`src/rtl/eq_band_scheduler_pkg.sv`:
```
// Shared types and defaults for the equalizer band gain scheduler.
package eq_pkg;

    localparam int DEF_N_BANDS       = 10;
    localparam int DEF_GAIN_MAX      = 12;
    localparam int DEF_SETTLE_CYCLES = 8;

    typedef logic signed [15:0] gain_t;

    typedef enum logic [1:0] {
        S_IDLE,
        S_ISSUE,
        S_SETTLE
    } state_t;

    function automatic gain_t clamp_gain(input gain_t g, input int lim);
        gain_t hi;
        gain_t lo;
        hi = gain_t'(lim);
        lo = -hi;
        if (g > hi) begin
            return hi;
        end else if (g < lo) begin
            return lo;
        end
        return g;
    endfunction

endpackage

```
`src/rtl/eq_band_scheduler_if.sv`:
```
// Request side and shared biquad gain bus of the band scheduler.
interface eq_band_scheduler_if
    import eq_pkg::*;
#(
    parameter int N_BANDS = DEF_N_BANDS,
    parameter int BAND_W  = $clog2(N_BANDS)
) ();

    logic               req_valid;
    logic               req_ready;
    logic [BAND_W-1:0]  req_band;
    gain_t              req_gain;
    logic               flat;
    logic [N_BANDS-1:0] set_pulse;
    gain_t              gain;
    logic               busy;
    logic               err;

    modport master (
        output req_valid, req_band, req_gain, flat,
        input  req_ready, set_pulse, gain, busy, err
    );

    modport slave (
        input  req_valid, req_band, req_gain, flat,
        output req_ready, set_pulse, gain, busy, err
    );

endinterface

```
`src/rtl/eq_band_scheduler_rr_pick.sv`:
```
// Round-robin pick of the next pending band, searching from last+1 with wrap.
module rr_pick #(
    parameter int N_BANDS = 10,
    parameter int BAND_W  = $clog2(N_BANDS)
) (
    input  logic [N_BANDS-1:0] mask,
    input  logic [BAND_W-1:0]  last,
    output logic [BAND_W-1:0]  sel,
    output logic               any
);

    int idx;

    always_comb begin
        sel = '0;
        any = 1'b0;
        idx = 0;
        for (int i = 1; i <= N_BANDS; i++) begin
            idx = int'(last) + i;
            if (idx >= N_BANDS) begin
                idx = idx - N_BANDS;
            end
            if (!any && mask[idx]) begin
                any = 1'b1;
                sel = BAND_W'(idx);
            end
        end
    end

endmodule

```
`src/rtl/eq_band_scheduler.sv`:
```
// Holds per-band gains, coalesces writes, and issues one set pulse at a time
// to the biquad bank, holding off for a settle window after each pulse.
//
// state    | meaning
// S_IDLE   | waiting for a pending band; picks next one round-robin
// S_ISSUE  | one cycle: set pulse and gain word on the shared bus
// S_SETTLE | biquad computing coefficients; counter runs down to 0
module eq_band_scheduler
    import eq_pkg::*;
#(
    parameter int N_BANDS       = DEF_N_BANDS,
    parameter int GAIN_MAX      = DEF_GAIN_MAX,
    parameter int SETTLE_CYCLES = DEF_SETTLE_CYCLES,
    parameter int BAND_W        = $clog2(N_BANDS)
) (
    input  logic               i_clk,
    input  logic               i_rst_n,
    eq_band_scheduler_if.slave bus
);

    localparam int CNT_W = (SETTLE_CYCLES > 1) ? $clog2(SETTLE_CYCLES) : 1;
    localparam logic [CNT_W-1:0]  CNT_LOAD  = CNT_W'(SETTLE_CYCLES - 1);
    localparam logic [BAND_W:0]   BAND_LIM  = (BAND_W + 1)'(N_BANDS);
    localparam logic [BAND_W-1:0] BAND_LAST = BAND_W'(N_BANDS - 1);

    state_t             state;
    logic [BAND_W-1:0]  sel;
    logic [BAND_W-1:0]  last_band;
    logic [BAND_W-1:0]  pick_sel;
    logic               pick_any;
    logic [CNT_W-1:0]   cnt;
    gain_t              gain_tab [N_BANDS];
    gain_t              gain_nxt [N_BANDS];
    logic [N_BANDS-1:0] pending;
    logic [N_BANDS-1:0] pending_nxt;
    logic               accept;
    logic               band_ok;
    logic               wr_en;
    gain_t              wr_gain;

    // Flat owns the cycle it arrives in; any concurrent request is ignored.
    assign accept  = bus.req_valid & bus.req_ready & ~bus.flat;
    assign band_ok = {1'b0, bus.req_band} < BAND_LIM;
    assign wr_en   = accept & band_ok;
    assign wr_gain = clamp_gain(bus.req_gain, GAIN_MAX);

    // The issued band is cleared first so a same-cycle changing write re-arms it.
    always_comb begin
        pending_nxt = pending;
        for (int b = 0; b < N_BANDS; b++) begin
            gain_nxt[b] = gain_tab[b];
        end
        if (state == S_ISSUE) begin
            pending_nxt[sel] = 1'b0;
        end
        for (int b = 0; b < N_BANDS; b++) begin
            if (bus.flat) begin
                if (gain_tab[b] != '0) begin
                    gain_nxt[b]    = '0;
                    pending_nxt[b] = 1'b1;
                end
            end else if (wr_en && (bus.req_band == BAND_W'(b)) && (wr_gain != gain_tab[b])) begin
                gain_nxt[b]    = wr_gain;
                pending_nxt[b] = 1'b1;
            end
        end
    end

    rr_pick #(
        .N_BANDS (N_BANDS),
        .BAND_W  (BAND_W)
    ) u_rr_pick (
        .mask (pending),
        .last (last_band),
        .sel  (pick_sel),
        .any  (pick_any)
    );

    always_ff @(posedge i_clk or negedge i_rst_n) begin
        if (!i_rst_n) begin
            state         <= S_IDLE;
            sel           <= '0;
            last_band     <= BAND_LAST;
            cnt           <= '0;
            pending       <= '0;
            for (int b = 0; b < N_BANDS; b++) begin
                gain_tab[b] <= '0;
            end
            bus.req_ready <= 1'b0;
            bus.set_pulse <= '0;
            bus.gain      <= '0;
            bus.busy      <= 1'b0;
            bus.err       <= 1'b0;
        end else begin
            for (int b = 0; b < N_BANDS; b++) begin
                gain_tab[b] <= gain_nxt[b];
            end
            pending       <= pending_nxt;
            bus.req_ready <= ~bus.flat;
            bus.err       <= accept & ~band_ok;
            bus.set_pulse <= '0;
            bus.gain      <= '0;
            bus.busy      <= (state == S_ISSUE) || ((state == S_SETTLE) && (cnt != '0)) ||
                             (|pending_nxt);
            case (state)
                S_IDLE: begin
                    if (pick_any) begin
                        sel           <= pick_sel;
                        state         <= S_ISSUE;
                        bus.set_pulse <= N_BANDS'(1) << pick_sel;
                        bus.gain      <= gain_nxt[pick_sel];
                    end
                end
                S_ISSUE: begin
                    last_band <= sel;
                    cnt       <= CNT_LOAD;
                    state     <= S_SETTLE;
                end
                S_SETTLE: begin
                    if (cnt == '0) begin
                        state <= S_IDLE;
                    end else begin
                        cnt <= cnt - CNT_W'(1);
                    end
                end
                default: state <= S_IDLE;
            endcase
        end
    end

endmodule

```
`src/flat_wrapper.sv`:
```
// flat-port wrapper written by rule: the top's interface ports become plain ports
module eq_band_scheduler_flat import eq_pkg::*;
#(
    parameter int N_BANDS       = DEF_N_BANDS,
    parameter int GAIN_MAX      = DEF_GAIN_MAX,
    parameter int SETTLE_CYCLES = DEF_SETTLE_CYCLES,
    parameter int BAND_W        = $clog2(N_BANDS)
)
  (i_clk, i_rst_n, bus_req_valid, bus_req_band, bus_req_gain, bus_flat, bus_req_ready, bus_set_pulse, bus_gain, bus_busy, bus_err);
  eq_band_scheduler_if #(.N_BANDS(N_BANDS), .BAND_W(BAND_W)) bus_i ();
  input  logic i_clk;
  input  logic i_rst_n;
  input wire logic [$bits(bus_i.req_valid)-1:0] bus_req_valid;
  input wire logic [$bits(bus_i.req_band)-1:0] bus_req_band;
  input wire logic [$bits(bus_i.req_gain)-1:0] bus_req_gain;
  input wire logic [$bits(bus_i.flat)-1:0] bus_flat;
  output wire logic [$bits(bus_i.req_ready)-1:0] bus_req_ready;
  output wire logic [$bits(bus_i.set_pulse)-1:0] bus_set_pulse;
  output wire logic [$bits(bus_i.gain)-1:0] bus_gain;
  output wire logic [$bits(bus_i.busy)-1:0] bus_busy;
  output wire logic [$bits(bus_i.err)-1:0] bus_err;
  assign bus_i.req_valid = bus_req_valid;
  assign bus_i.req_band = bus_req_band;
  assign bus_i.req_gain = bus_req_gain;
  assign bus_i.flat = bus_flat;
  assign bus_req_ready = bus_i.req_ready;
  assign bus_set_pulse = bus_i.set_pulse;
  assign bus_gain = bus_i.gain;
  assign bus_busy = bus_i.busy;
  assign bus_err = bus_i.err;
  eq_band_scheduler #(.N_BANDS(N_BANDS), .GAIN_MAX(GAIN_MAX), .SETTLE_CYCLES(SETTLE_CYCLES), .BAND_W(BAND_W)) u_core (.i_clk(i_clk), .i_rst_n(i_rst_n), .bus(bus_i));
endmodule
```
`config.mk`:
```
export PLATFORM = sky130hd
export DESIGN_NAME = eq_band_scheduler_flat
export DESIGN_NICKNAME = d
export VERILOG_FILES = /design/src/rtl/eq_band_scheduler_pkg.sv /design/src/rtl/eq_band_scheduler_if.sv /design/src/rtl/eq_band_scheduler_rr_pick.sv /design/src/rtl/eq_band_scheduler.sv /design/src/flat_wrapper.sv
export SDC_FILE = /design/constraint.sdc
export NUM_CORES = 1
export LEC_CHECK = 0
export ABC_AREA = 1
export CAP_MARGIN = 10
export CORE_MARGIN = 1
export CORE_UTILIZATION = 40
export DETAILED_ROUTE_END_ITERATION = 8
export GPL_TIMING_DRIVEN = 0
export PLACE_DENSITY = 0.62
export SLEW_MARGIN = 20
export SYNTH_ARGS = -nofsm -noshare
export SYNTH_HDL_FRONTEND = slang
export SYNTH_SLANG_ARGS = --single-unit
```
`constraint.sdc`:
```
create_clock -name i_clk -period 5.4 [get_ports i_clk]
set_clock_uncertainty 0.15 [all_clocks]
set_input_delay 0.81 -clock i_clk [delete_from_list [all_inputs] [get_ports i_clk]]
set_output_delay 0.81 -clock i_clk [all_outputs]
set_load 0.02 [all_outputs]
```
==> results.txt <==
The run finished with clean final reports. The net count after synthesis came out at between 2,000 and 2,500. Of the synthesized area, sequential elements account for 0.3566. The row count came out at 70.

The ratio of final minimum period to clock period is 0.9790. The endpoint arrival time on the critical path is 5.55 ns. The number of storage elements in the synthesis netlist came out at 212. Counting the buffers created by CTS gives 25. Entering global routing, the biggest net connects 76 pins.

The max-slew headroom at the worst pin is 0.1705. The post-layout minimum cycle time came out at 5.287 ns. Global routing finished with a remaining overflow of 0. The routability congestion estimate from global placement is 1.034. The total wire length after detailed routing is roughly 58 mm. In the layout the commonest cells are 524 x nand2_1, 330 x inv_1, 210 x dfrtp_1, 207 x nor2_1.

The hold violation total from the final report is 0. The CTS root buffer is clkbuf_16. The startpoint of the worst-slack reg-to-reg timing path is u_core.last_band[0]. The post-synthesis instance total is 2,169. The uppermost layer routed is met4. STA classifies the critical path startpoint as an input port.

In this run the remaining antenna-violating nets after routing total 0. The post-placement cell count is 2,689. The first detailed-routing pass ran for 6 iterations.

The overall via count from detail_route came out at approximately 15,000. In this design, the critical path's most frequently occurring cell is nand2_1. Max-cap violations in this run came to 0. The H-tree level count came out at 1. The combinational power share came out at 0.092. The number of fill cells in the layout is roughly 3,800. The initial antenna violation count was 1. The total routing resource utilization after global routing came out at 0.3032. The floorplan step set the die width to between 150 and 200 µm.

The via count of the first global-routing pass came out at roughly 14,000. The switching power total came out at between 1 and 1.5 mW. The initial detailed-routing violation count is 1,829. TritonCTS built the clock tree. Of the cells placed in the final design, the portion with a size suffix greater than 1 is 0.06743. In this run the worst hold path is classified as in -> async.

Data on the critical path is required at its endpoint by 5.66 ns. In this run the tool buffered the top-level ports with 50 buffer cells. The number of sinks driven by the clock tree is between 200 and 250. The critical path goes through buf_2, buf_1, clkbuf_1, xor2_1, nor4_1, nand4_1, nand2_1, clkbuf_1, nand2_1, o211ai_1, nand2_1, o21ai_1, nand2_1, nand2_1, nand2_1, nand2_1, a21oi_1.

The first-pass GRT wire length came out at 87.49 mm. The final worst setup slack is around 0.11 ns. The power density over cell area is 232.4 nW/µm². The worst-path maximum fanout is 10. The peak supply drop is 0.2238 mV.

Setup repair after global routing left no endpoint under its margin. The share of total power dissipated in sequential elements is 0.409. The average cell area after synthesis came out at 6.862 µm². The die span in y came out at a little under 200 µm. The final net count is about 2,300. The unique cell type count in the Yosys netlist came out at between 50 and 60. The clock latency on the worst-skew pair came out at 0.54 ns.

Setup violations remaining at the end of the flow were counted as 0. The measured slew at the worst slew-check pin came out at 1.244 ns. The fmax came out at 189.2 MHz. Timing analysis after detailed placement gives a worst setup slack of -0.3065 ns. The path type of the worst setup path is in -> reg. The met1 wire length is about 24 mm. STA classifies the critical path endpoint as a flip-flop. The leakage power of the design is 9.261 nW.

The number of diodes is 0. The residual DRC count came out at 0. Summed over all failing endpoints, the final setup total negative slack is 0 ns. The starting density of the core came out at 0.4066. The detailed-route vias per instance came out at 5.562. For this run, the slowest stage of the critical path takes 0.98 ns. The internal portion of the total power is 2.933 mW.

Of the total power, the clock network draws 0.499. Of the total power, the share spent switching nets is 0.2595. After synthesis the cells add up to roughly 15,000 µm². The die covers 37,990 µm². The routed wirelength normalized by instance count is 21.17 µm. For this run, the number of Yosys warnings is 0. The dominant register cell in the synthesized netlist is dfrtp_1.

Leaving out fill and tap cells, the most frequent cell in the layout is nand2_1. Once layout is complete, the utilization of the core stands at 0.4655. On the critical path, the stage with the largest delay is an instance of clkbuf_1.

The final-report max-slew violation count is 0. The area growth from synthesis to layout is 14.50%. The clock-pin slew on the worst setup and hold paths came out at 0.06 ns. The first element of the critical path is bus_req_gain[15].

The final HPWL from detailed placement came out at 43.85 mm. The number of synthesized flops with an enable pin came out at 0. The post-route cell area came out at around 17,000 µm². Detailed routing placed a total of 25.38 mm of wire on met2. The post-place instance area is between 15,000 and 20,000 µm². Total power for the finished layout comes to 3.961 mW. The number of top-level design ports is between 50 and 60.

In this run the standard cell core region covers between 30,000 and 40,000 µm². The count of cells in the finished layout, fillers not included, comes to between 2,000 and 3,000. The largest buffer count on any clock path came out at 3. The hold slack is 0.07317 ns.

Counting flops with an async set or reset pin after synthesis yields a share of 1.000. The routed length on met3 came out at 5.245 mm.
-- logic make-up after synthesis --
logic type / after synthesis / share of synthesized area
compound gates: 343 / 0.1279
xor+xnor: 110 / 0.06574
fa+ha+maj: 24 / 0.02017
buf+inv: 436 / 0.1184
flops: 212 / 0.3566
simple gates: 1044 / 0.3112
-- worst paths after layout --
check / endpoint / slack, ns / cells after the start
worst max-delay path: u_core.bus.gain[1] / 0.11 / 17
worst min register to register: u_core.cnt[0] / 0.35 / 1
worst min-delay path: u_core.gain_tab[142] / 0.07 / 1
worst max register to register: u_core.bus.gain[13] / 0.22 / 25
min in group i_clk: u_core.cnt[0] / 0.35 / 1
max in group asynchronous: u_core.last_band[0] / 3.82 / 3
-- worst max-delay path: cells and delay by family --
family,cells,cell delay [ns]
AOI/OAI and AO/OA,3,0.43
xor gates and xnor gates,1,0.18
buffers and inverters,4,2.55
and+or+nand+nor,9,1.53
-- layer usage --
metal,vias up,track usage
met5,-,0
met4,0,0.1411
li1,7139,-
met2,768,0.4733
met1,7158,0.4125
met3,157,0.04581
-- synth_stat cells (all sizes together) (2+ instances only) --
master	n	share of area
nand2	538	0.14
inv	342	0.086
nor2	214	0.057
dfrtp	210	0.35
o21ai	189	0.064
nand3	136	0.049
a21oi	86	0.029
xor2	83	0.049
nand4	65	0.030
buf	47	0.020
o211ai	45	0.023
clkbuf	43	0.011
nor4	43	0.018
nor3	31	0.010
xnor2	27	0.016
ha	24	0.020
or2	10	0.0042
a211oi	6	0.0030
clkinv	4	0.0010
nand3b	4	0.0029
o41ai	3	0.0018
dfstp	2	0.0035
o21a	2	0.0010
o21bai	2	0.0015
o221ai	2	0.0012
o31ai	2	0.0010
-- area by class of cell --
| cell class | instances | area, µm² | area share |
|---|---|---|---|
| multi-input combinational | 1521 | 7859 | 0.4611 |
| inverter | 346 | 1301 | 0.07635 |
| clock inverter | 17 | 279.0 | 0.01637 |
| timing repair buffer | 54 | 575.6 | 0.03377 |
| sequential | 212 | 5308 | 0.3114 |
| clock buffer | 29 | 670.6 | 0.03935 |
| buffer | 90 | 464.2 | 0.02724 |
| tap | 468 | 585.6 | 0.03436 |
-- registers in the layout, summed over array words and instances (netlist names), 2 cells and up --
register              cells
u_core.sel                4
u_core.bus.gain          16
u_core.state              2
u_core.bus.set_pulse     10
u_core.pending           10
u_core.last_band          4
u_core.cnt                3
u_core.gain_tab         160
-- power groups by stage --
| stage | combinational (mW) | sequential (mW) | clock (mW) |
|---|---|---|---|
| 3_3_place_gp | 0.345 | 1.65 | 0 |
| 4_1_cts | 0.356 | 1.62 | 1.98 |
| 2_1_floorplan | 0.191 | 1.64 | 0 |
| 3_5_place_dp | 0.355 | 1.65 | 0 |
| 6_report | 0.365 | 1.62 | 1.98 |
| 5_1_grt | 0.395 | 1.62 | 2.05 |
-- what timing repair did --
item                       in CTS  in global routing
setup buffers                   0                  2
hold buffers                    0                  0
resized for setup               0                 15
hold endpoints to repair        0                  0
setup endpoints to repair       0                 15
Power figures use the tool's default switching activity.
